### src/rtl/addsub_pipe.sv
// Pipelined two's-complement adder/subtractor: one BLOCK-bit slice per stage, carry registered between stages.
// Define ADDSUB_SAT_EN to clamp the result on signed overflow instead of wrapping.
module addsub_pipe #(
  parameter int WIDTH = 32,
  parameter int BLOCK = 8
) (
  input  logic             clock,
  input  logic             reset,
  input  logic             in_valid,
  output logic             in_ready,
  input  logic [WIDTH-1:0] a,
  input  logic [WIDTH-1:0] b,
  input  logic             sub,
  output logic             out_valid,
  input  logic             out_ready,
  output logic [WIDTH-1:0] result,
  output logic             carry_out,
  output logic             overflow,
  output logic             zero
);

  localparam int STAGES = WIDTH / BLOCK;

  logic                          advance;
  logic [STAGES-1:0]             v_q, c_q;
  logic [STAGES-1:0][WIDTH-1:0]  a_q, b_q, r_q;
  logic                          m_q;

  logic [STAGES-1:0]             v_src, c_src;
  logic [STAGES-1:0][WIDTH-1:0]  a_src, b_src, r_src, r_nxt;
  logic [STAGES-1:0][BLOCK:0]    sum;
  logic                          m_nxt;

  logic [WIDTH-1:0]              fin_res;
  logic                          fin_c, fin_ovf;

  assign advance  = !out_valid || out_ready;
  assign in_ready = advance;

  // Stage 0 takes the live operands; B is inverted up front so later stages only add.
  always_comb begin
    v_src = '0;
    c_src = '0;
    a_src = '0;
    b_src = '0;
    r_src = '0;
    r_nxt = '0;
    sum   = '0;
    v_src[0] = in_valid;
    c_src[0] = sub;
    a_src[0] = a;
    b_src[0] = sub ? ~b : b;
    for (int k = 1; k < STAGES; k++) begin
      v_src[k] = v_q[k-1];
      c_src[k] = c_q[k-1];
      a_src[k] = a_q[k-1];
      b_src[k] = b_q[k-1];
      r_src[k] = r_q[k-1];
    end
    for (int k = 0; k < STAGES; k++) begin
      sum[k] = {1'b0, a_src[k][k*BLOCK +: BLOCK]} + {1'b0, b_src[k][k*BLOCK +: BLOCK]}
             + (BLOCK+1)'(c_src[k]);
      r_nxt[k] = r_src[k];
      r_nxt[k][k*BLOCK +: BLOCK] = sum[k][BLOCK-1:0];
    end
    // Carry into the MSB recovered from the MSB sum bit and its operand bits.
    m_nxt = sum[STAGES-1][BLOCK-1] ^ a_src[STAGES-1][WIDTH-1] ^ b_src[STAGES-1][WIDTH-1];
  end

  always_comb begin
    fin_c   = c_q[STAGES-1];
    fin_ovf = fin_c ^ m_q;
    fin_res = r_q[STAGES-1];
`ifdef ADDSUB_SAT_EN
    // A wrapped negative sign means the true result was positive, and vice versa.
    if (fin_ovf)
      fin_res = r_q[STAGES-1][WIDTH-1] ? {1'b0, {(WIDTH-1){1'b1}}} : {1'b1, {(WIDTH-1){1'b0}}};
`endif
  end

  always_ff @(posedge clock or posedge reset) begin
    if (reset) begin
      v_q       <= '0;
      c_q       <= '0;
      a_q       <= '0;
      b_q       <= '0;
      r_q       <= '0;
      m_q       <= 1'b0;
      out_valid <= 1'b0;
      result    <= '0;
      carry_out <= 1'b0;
      overflow  <= 1'b0;
      zero      <= 1'b0;
    end else if (advance) begin
      for (int k = 0; k < STAGES; k++) begin
        v_q[k] <= v_src[k];
        c_q[k] <= sum[k][BLOCK];
        a_q[k] <= a_src[k];
        b_q[k] <= b_src[k];
        r_q[k] <= r_nxt[k];
      end
      m_q       <= m_nxt;
      out_valid <= v_q[STAGES-1];
      result    <= fin_res;
      carry_out <= fin_c;
      overflow  <= fin_ovf;
      zero      <= (fin_res == '0);
    end
  end

endmodule

### config.mk
export PLATFORM = sky130hd
export DESIGN_NAME = addsub_pipe
export DESIGN_NICKNAME = d
export VERILOG_FILES = /design/src/rtl/addsub_pipe.sv
export SDC_FILE = /design/constraint.sdc
export NUM_CORES = 1
export LEC_CHECK = 0
export ABC_AREA = 1
export ABC_CLOCK_PERIOD_IN_PS = 10600
export CAP_MARGIN = 20
export CORE_MARGIN = 2
export CORE_UTILIZATION = 40
export CTS_BUF_LIST = sky130_fd_sc_hd__clkbuf_16
export CTS_CLUSTER_DIAMETER = 50
export DETAILED_ROUTE_END_ITERATION = 10
export GPL_TIMING_DRIVEN = 0
export PLACE_DENSITY = 0.6
export SYNTH_ARGS = -nofsm -noshare
export SYNTH_HDL_FRONTEND = slang
export SYNTH_SLANG_ARGS = --single-unit
### constraint.sdc
create_clock -name clock -period 10.6 [get_ports clock]
set_input_delay 1.06 -clock clock [delete_from_list [all_inputs] [get_ports clock]]
set_output_delay 1.06 -clock clock [all_outputs]
set_load 0.03 [all_outputs]
Yosys cells after proc, flatten, opt, wreduce, memory -nomap -nowiden

Index checks and enable logic that the tools add are counted.

Flip-flop bits (word level): 317
Bits of input ports: 69
Output and inout port bits: 37

Add/sub/neg operators: 8
Mux-type cells: 1
Bitwise operators: 4
Reductions and logical operators: 3

Operators by type and width:

| cell                 | count |
|---|---|
| adder 8 x 8 -> 9 bit | 4 |
| adder 9 x 1 -> 9 bit | 4 |
| logical NOT 32 bit   | 1 |
| two-way mux 32 bit   | 1 |
| NOT 32 bit           | 1 |
| bitwise XOR 1 bit    | 3 |
| logical NOT 1 bit    | 1 |
| logical OR 1 bit     | 1 |

Depth between registers and ports, before layout

Gate-level depths: netlist (run 1).

Depth after elaboration: 4
Gate-level depth with buffers: 14

Worst setup path after synthesis (run 1)

OpenSTA, ideal clock, no wires.

Path kind: input to output
From: input port out_ready
To: output port in_ready
Arrival time: 1626 ps
Required time: 9540 ps
Path slack: 7914 ps
Cell stages on the path: 4
Path buffers: 2
Path through: nor2_4 -> inv_2 -> buf_2 -> buf_2

Longest elaborated chain between the ends: 1

Ends and longest elaborated chain:

| item             | line | source |
|---|---|---|
| from (decl)      | 15   | `input logic out_ready,` |
| logical OR 1 bit | 37   | `assign advance = !out_valid \|\| out_ready;` |
| to (decl)        | 10   | `output logic in_ready,` |

No other way between the ends.

Worst setup path after layout (run 1)

Ends and elaborated chain as after synthesis.

==> metrics.md, run 1 <==
| Metric | Value |
|---|---|
| Wire length of the first global-routing pass | `39.4 mm` |
| Final Slew Violations | `0` |
| Area share of fa/ha/maj cells after synthesis | `4.93%` |
| Largest family of logic cells by synthesized area | `simple AND/OR/NAND/NOR gates` |
| #FFs+latches synth | `221` |
| Number of flops mapped to enable cells by yosys | `0` |
| Area leader, netlist | `dfrtp_1` |
| H-tree Lvls | `1` |
| Detailed-route DRC error count | `0` |
| Yosys warning count | `0` |
| Total via count in the routed design | `7,573` |
| Yosys top cell area share | `55.6%` |
| Critical path data required time | `9.54 ns` |
| GPL Wtd Cong | `0.854` |
| Number of routed nets with antenna violations | `0` |
| Fraction of final layout cells sized beyond drive strength 1 | `6.45%` |
| Run status | `completed` |
| Inserted Diodes | `0` |
| HPWL after DPL | `17.2 mm` |
| Leading cell types by count after synthesis | `nand2_1 (379), dfrtp_1 (221), o21ai_0 (143)` |
| Clock net sink count | `221` |
| Primary FF master, synth | `dfrtp_1` |
| Die Y | `162 um` |
| Area of the die | `26,100 um^2` |
| Number of nets in the synthesized netlist | `1,227` |
| TritonCTS clock tree | `built` |
| Starting density of the core | `40.8%` |
| Proportion of synthesized flip-flops having asynchronous set or reset | `100%` |
| Max-slew headroom | `55.4%` |
| GR Overflow Total | `0` |
| Arrival time of the worst setup path | `3.03 ns` |
| Most common cell in the netlist | `nand2_1` |
| Placement row count | `57` |
| Synth Area in Compound Gates | `9.96%` |
| Transition time at the pin with the least slew margin | `0.669 ns` |
| Total power density per cell area | `307 nW/um^2` |
| CTS Buf Count | `26` |
| Number of distinct library cells after synthesis | `27` |
| Mean post-synth cell area | `8.86 um^2` |
| Share of synthesized area spent on multiplexers | `0%` |
| Share of synthesized area occupied by flip-flops and latches | `55.6%` |
| Count of port buffers added during placement | `104` |
| Critical setup path kind | `input pin to output pin` |
| Total Neg Setup Slack | `0 ns` |
| Clock latency of the later-clocked register in the worst-skew pair | `0.52 ns` |
| Crit path max fanout | `10` |
| Root cell of the clock tree | `clkbuf_16` |
| Peak VDD IR | `0.000115 V` |
| Wire length after detailed routing | `23.9 mm` |
| Footprint of the flip-flops and latches | `5530 um^2` |
| Final count of hold timing violations | `0` |
| CORE AREA | `24,400 um^2` |
| Total routing usage reported by global routing | `18.9%` |
| Quantity of gates resized following cts | `0` |
| Final non-filler cell total | `1,596` |
| CTS Hold Buffers Added | `0` |
| Clock transition at the registers of the reported paths | `0.06 ns` |
| Via count of the first global-routing pass | `7,530` |
| Area occupied by multi-input gates | `3710 um^2` |
| Detail-routed via count per cell | `4.74` |
| Net count reported at finish | `1,360` |
| Type of the tightest min-delay check | `flip-flop to flip-flop` |
| Fmax | `0.244 GHz` |
| Setup repair after global routing missed its margin | `no` |
| Fill cell instance count of the final layout | `2,407` |
| Maximum number of pins on one net before global-route repair | `133` |
| Area growth from synthesis to layout | `22.9%` |
| Worst hold slack | `0.467 ns` |
| Mean routed wirelength per cell | `15.0 um` |
| Number of max-cap violations | `0` |
| Min Clock Period, post-route | `4.09 ns` |
| Clock tree buffer depth | `3` |
| First DRT Iteration DRCs | `405` |
| Netlist area before placement | `9950 um^2` |
| Post-synthesis xor/xnor area fraction | `3.52%` |
| Cell total after placement | `1,552` |
| Setup Skew | `0.0126 ns` |
| Drt first pass iters | `5` |
| Final setup violating endpoints | `0` |
| Final Cycle Share | `38.6%` |
| Dominant cells by area after synthesis | `dfrtp_1 (56%), nand2_1 (14%), o21ai_0 (7.2%)` |
| Die Width | `162 um` |
| Initial antenna violation count | `0` |
| Number of top-level pins | `106` |
| Total setup buffers inserted after CTS | `0` |
| Simple logic cell fraction of the synthesized area | `18.9%` |
| Gate count after technology mapping | `1,123` |
| Leakage power | `5.90 nW` |
| Critical Path Start Type | `input pin` |
| Crit end category | `output pin` |
==> kinds of logic (layout without fill, tap and decap cells) <==
kind of cell,Yosys count,count (layout)
buf+inv,166,315
compound gates,196,196
fa+ha+maj,35,35
xor+xnor,40,40
simple gates,465,465
flops,221,221
==> cell type report <==
class	count	share of cell area, %
plain buffers	52	2.29
clock buffers	27	5.53
clock inverters	17	0.962
inverters	114	3.56
multi-input cells	736	30.3
flip-flops and latches	221	45.2
well taps	324	3.32
repair buffers	105	8.74
==> cell usage in the layout, fill, tap and decap left out, types with 23 or more instances in the layout <==
cell type	count
ha_1	28
clkbuf_16	27
o21ai_0	143
buf_2	23
o21ai_1	29
inv_1	116
nand2_1	379
xnor2_1	34
clkdlybuf4s50_1	104
dfrtp_1	221
nand3_1	36
==> state kept, by name, indices dropped and copies added (netlist names) <==
name,cells
a_q,48
b_q,48
r_nxt,48
fin_res,32
result,32
c_q,4
v_q,4
carry_out,1
m_q,1
out_valid,1
overflow,1
zero,1
==> critical path, cell delays in order <==
cell	delay, ns
clkdlybuf4s50_1	0.51
nor2_4	0.09
inv_2	0.10
buf_2	0.25
buf_2	0.31
clkdlybuf4s50_1	0.72
==> metrics by stage <==
stage | setup slack [ns] | cell area, um^2 | util [%] | total power [mW]
finish | 6.51 | 12200 | 50.1 | 3.75
global route | 6.43 | 12200 | 50.1 | 4.06
CTS | 6.49 | 12200 | 50.1 | 3.78
detailed placement | 6.51 | 11400 | 46.9 | 2.94
global placement | 0.636 | 11400 | 46.7 | 2.90
floorplan | 3.49 | 9950 | - | 2.40
==> worst paths after layout <==
check | to | from | slack (ns) | cells after the start
max reg2reg | r_nxt[118] | c_q[1] | 8.54 | 9
max | in_ready | out_ready | 6.51 | 6
min reg2reg | r_nxt[97] | r_nxt[65] | 0.47 | 2
max in group asynchronous | m_q | reset | 8.51 | 3
min | r_nxt[97] | r_nxt[65] | 0.47 | 2
min in group asynchronous | result[26] | reset | 1.04 | 2
==> routing by layer <==
layer | up-vias | GRT usage (%) | wire length (um) | part of all wire, %
li1 | 3825 | - | - | -
met1 | 3544 | 27.8 | 11700 | 49
met2 | 170 | 29.3 | 10300 | 43
met3 | 34 | 3.14 | 1350 | 5.6
met4 | 0 | 4.63 | 455 | 1.9
met5 | - | 0 | 0 | 0
==> power breakdown <==
group	switching, mW	internal, mW
clock	0.341	0.483
sequential	0.199	1.22
combinational	0.941	0.563
(Power assumes the default switching activity.)
==> inputs of run 2 (changes only) <==
--- a/config.mk
+++ b/config.mk
@@ -6,7 +6,7 @@
 export NUM_CORES = 1
 export LEC_CHECK = 0
 export ABC_AREA = 1
-export ABC_CLOCK_PERIOD_IN_PS = 10600
+export ABC_CLOCK_PERIOD_IN_PS = 3900
 export CAP_MARGIN = 20
 export CORE_MARGIN = 2
 export CORE_UTILIZATION = 40
==> constraint.sdc (replaced) <==
create_clock -name clock -period 3.9 [get_ports clock]
set_input_delay 0.39 -clock clock [delete_from_list [all_inputs] [get_ports clock]]
set_output_delay 0.39 -clock clock [all_outputs]
set_load 0.03 [all_outputs]
==> run 2 against run 1 <==
Worst setup slack worse by 5.5 ns; cell count is 0.63% higher; combinational power grew to 2.7 times the previous value; final area is 1.2% higher; power grew to 2.8 times the previous value; highest routed layer unchanged; sequential cell count stayed put; largest cell class unchanged; register-to-register slack worse by 6.7 ns; clock power grew to 2.9 times the previous value; clock-buffer cell count stayed put.
==> metrics.md, run 2 (synthesized netlist as in run 1, its figures left out) <==
| Metric | Value |
|---|---|
| Run status | `completed` |
| Hold Path Cell Cnt | `3` |
| Seq pwr share | `37.3%` |
| Fmax | `0.351 GHz` |
| Clock net sink count | `221` |
| Number of max-cap violations | `0` |
| Final Cycle Share | `73.1%` |
| Terminus of the critical flop-to-flop path | `r_nxt[118]` |
| Clock latency of the later-clocked register in the worst-skew pair | `0.53 ns` |
| Commonest non-fill, non-tap cell in the layout | `nand2_1` |
| Number of top-level pins | `106` |
| Initial antenna violation count | `0` |
| Crit Reg-Reg Startpoint | `c_q[1]` |
| WHS Endpoint | `b_q[30]` |
| Total Neg Setup Slack | `0 ns` |
| GR Overflow Total | `0` |
| Via count of the first global-routing pass | `7,409` |
| TritonCTS clock tree | `built` |
| Arrival time of the worst setup path | `2.46 ns` |
| Clock share of power | `23.0%` |
| Maximum number of pins on one net before global-route repair | `40` |
| Transition time at the pin with the least slew margin | `0.769 ns` |
| Wire length after detailed routing | `24.2 mm` |
| Number of routed nets with antenna violations | `0` |
| Worst Min Path Start | `sub` |
| Root cell of the clock tree | `clkbuf_16` |
| CTS Buf Count | `27` |
| Post-placement setup slack | `1.15 ns` |
| CORE AREA | `24,400 um^2` |
| Setup repair after global routing missed its margin | `no` |
| Final setup violating endpoints | `0` |
| H-tree Lvls | `1` |
| Die Width | `162 um` |
| Detailed-route DRC error count | `0` |
| Starting density of the core | `40.8%` |
| Max-slew headroom | `48.7%` |
| Instance area after placement | `11,500 um^2` |
| GPL Wtd Cong | `0.862` |
| Count of port buffers added during placement | `104` |
| Area of the die | `26,100 um^2` |
| Critical setup path kind | `flip-flop to output pin` |
| Final Slew Violations | `0` |
| Share of total power in combinational logic | `39.7%` |
| Total non-filler cell area in the finished layout | `12,400 um^2` |
| Inserted Diodes | `0` |
| Clock tree buffer depth | `3` |
| Internal power | `6.27 mW` |
| CTS Hold Buffers Added | `0` |
| Commonest cells after routing, fill and taps aside | `nand2_1 (379), dfrtp_1 (221), o21ai_0 (143), inv_1 (116), clkdlybuf4s50_1 (104)` |
| Utilization after layout | `50.7%` |
| Crit end category | `output pin` |
| Net count reported at finish | `1,366` |
| Final count of hold timing violations | `0` |
| Worst hold slack | `0.332 ns` |
| Setup Skew | `0.0169 ns` |
| Drt first pass iters | `5` |
| Total routing usage reported by global routing | `19.1%` |
| Quantity of gates resized following cts | `0` |
| First DRT Iteration DRCs | `458` |
| Min Clock Period, post-route | `2.85 ns` |
| Type of the tightest min-delay check | `input pin to flip-flop` |
| Reg2reg setup slack | `1.86 ns` |
| Leakage power | `5.97 nW` |
| Area growth from synthesis to layout | `24.4%` |
| Placement row count | `57` |
| Total power density per cell area | `837 nW/um^2` |
| Fraction of final layout cells sized beyond drive strength 1 | `7.25%` |
| Switching portion of total power | `39.5%` |
| Number of cells on the worst reg-to-reg path | `9` |
| Switch Pwr | `4.09 mW` |
| Wire length of the first global-routing pass | `39.7 mm` |
| Total via count in the routed design | `7,590` |
| Mean routed wirelength per cell | `15.1 um` |
| Critical Path Start Type | `flip-flop` |
| Clock transition at the registers of the reported paths | `0.06 ns` |
| HPWL after DPL | `17.7 mm` |
| Critical path data required time | `3.51 ns` |
| Smallest setup slack after layout | `1.05 ns` |
| Total setup buffers inserted after CTS | `0` |
| Die Y | `162 um` |
| Detail-routed via count per cell | `4.73` |
| Peak VDD IR | `0.000334 V` |
| Fill cell instance count of the final layout | `2,357` |
| Crit path max fanout | `10` |
==> run 2: cell count changes in the layout (fill, tap and decap cells not counted) <==
cell / before / now
buf_12: 0 / 6
buf_16: 1 / 0
bufinv_16: 1 / 2
clkinv_1: 4 / 3
clkinv_2: 3 / 4
clkinvlp_4: 3 / 4
inv_6: 0 / 5
inv_8: 2 / 0
==> run 2: final cells by class <==
cell class | count | area [um^2] | area share, %
inverter | 114 | 432 | 3.49
sequential | 221 | 5530 | 44.7
multi-input combinational | 736 | 3710 | 30.0
tap | 324 | 405 | 3.28
timing repair buffer | 110 | 1160 | 9.38
clock buffer | 27 | 676 | 5.46
buffer | 52 | 280 | 2.26
clock inverter | 22 | 181 | 1.47
==> run 2: worst max-delay path by stage <==
stage                     startpoint        to  depth (start not counted)
after global placement         reset   b_q[12]                          2
after floorplan                reset   a_q[10]                          1
after detailed placement   out_ready  in_ready                          6
final                      out_valid  in_ready                          6
after CTS                  out_valid  in_ready                          6
after global routing       out_valid  in_ready                          6
==> run 2: critical path: stages, from the launching register on <==
cell and delay [ns]:
dfrtp_1 0.37, inv_1 0.09, nor2_4 0.07, inv_2 0.09, buf_2 0.27, buf_2 0.31, clkdlybuf4s50_1 0.72
==> run 2: per-stage QoR <==
stage | std cells | total power, mW
final | 1606 | 10.4
after global routing | 1606 | 11.2
after CTS | 1606 | 10.4
after detailed placement | 1557 | 8.00
after global placement | 1551 | 7.88
after floorplan | 1123 | 6.54
==> run 2: power groups by stage <==
stage               sequential, mW  combinational (mW)  clock, mW
floorplan                     4.10                2.44          0
global placement              3.88                4.00          0
detailed placement            3.90                4.10          0
CTS                           3.86                4.14       2.43
global route                  3.98                4.67       2.54
finish                        3.86                4.11       2.39
==> run 2: routing by layer <==
metal	routed length (um)	share of wire [%]	GRT usage (%)
met1	11800	49	28.1
met2	11000	45	30.9
met3	1190	4.9	2.58
met4	194	0.80	3.06
met5	0	0	0
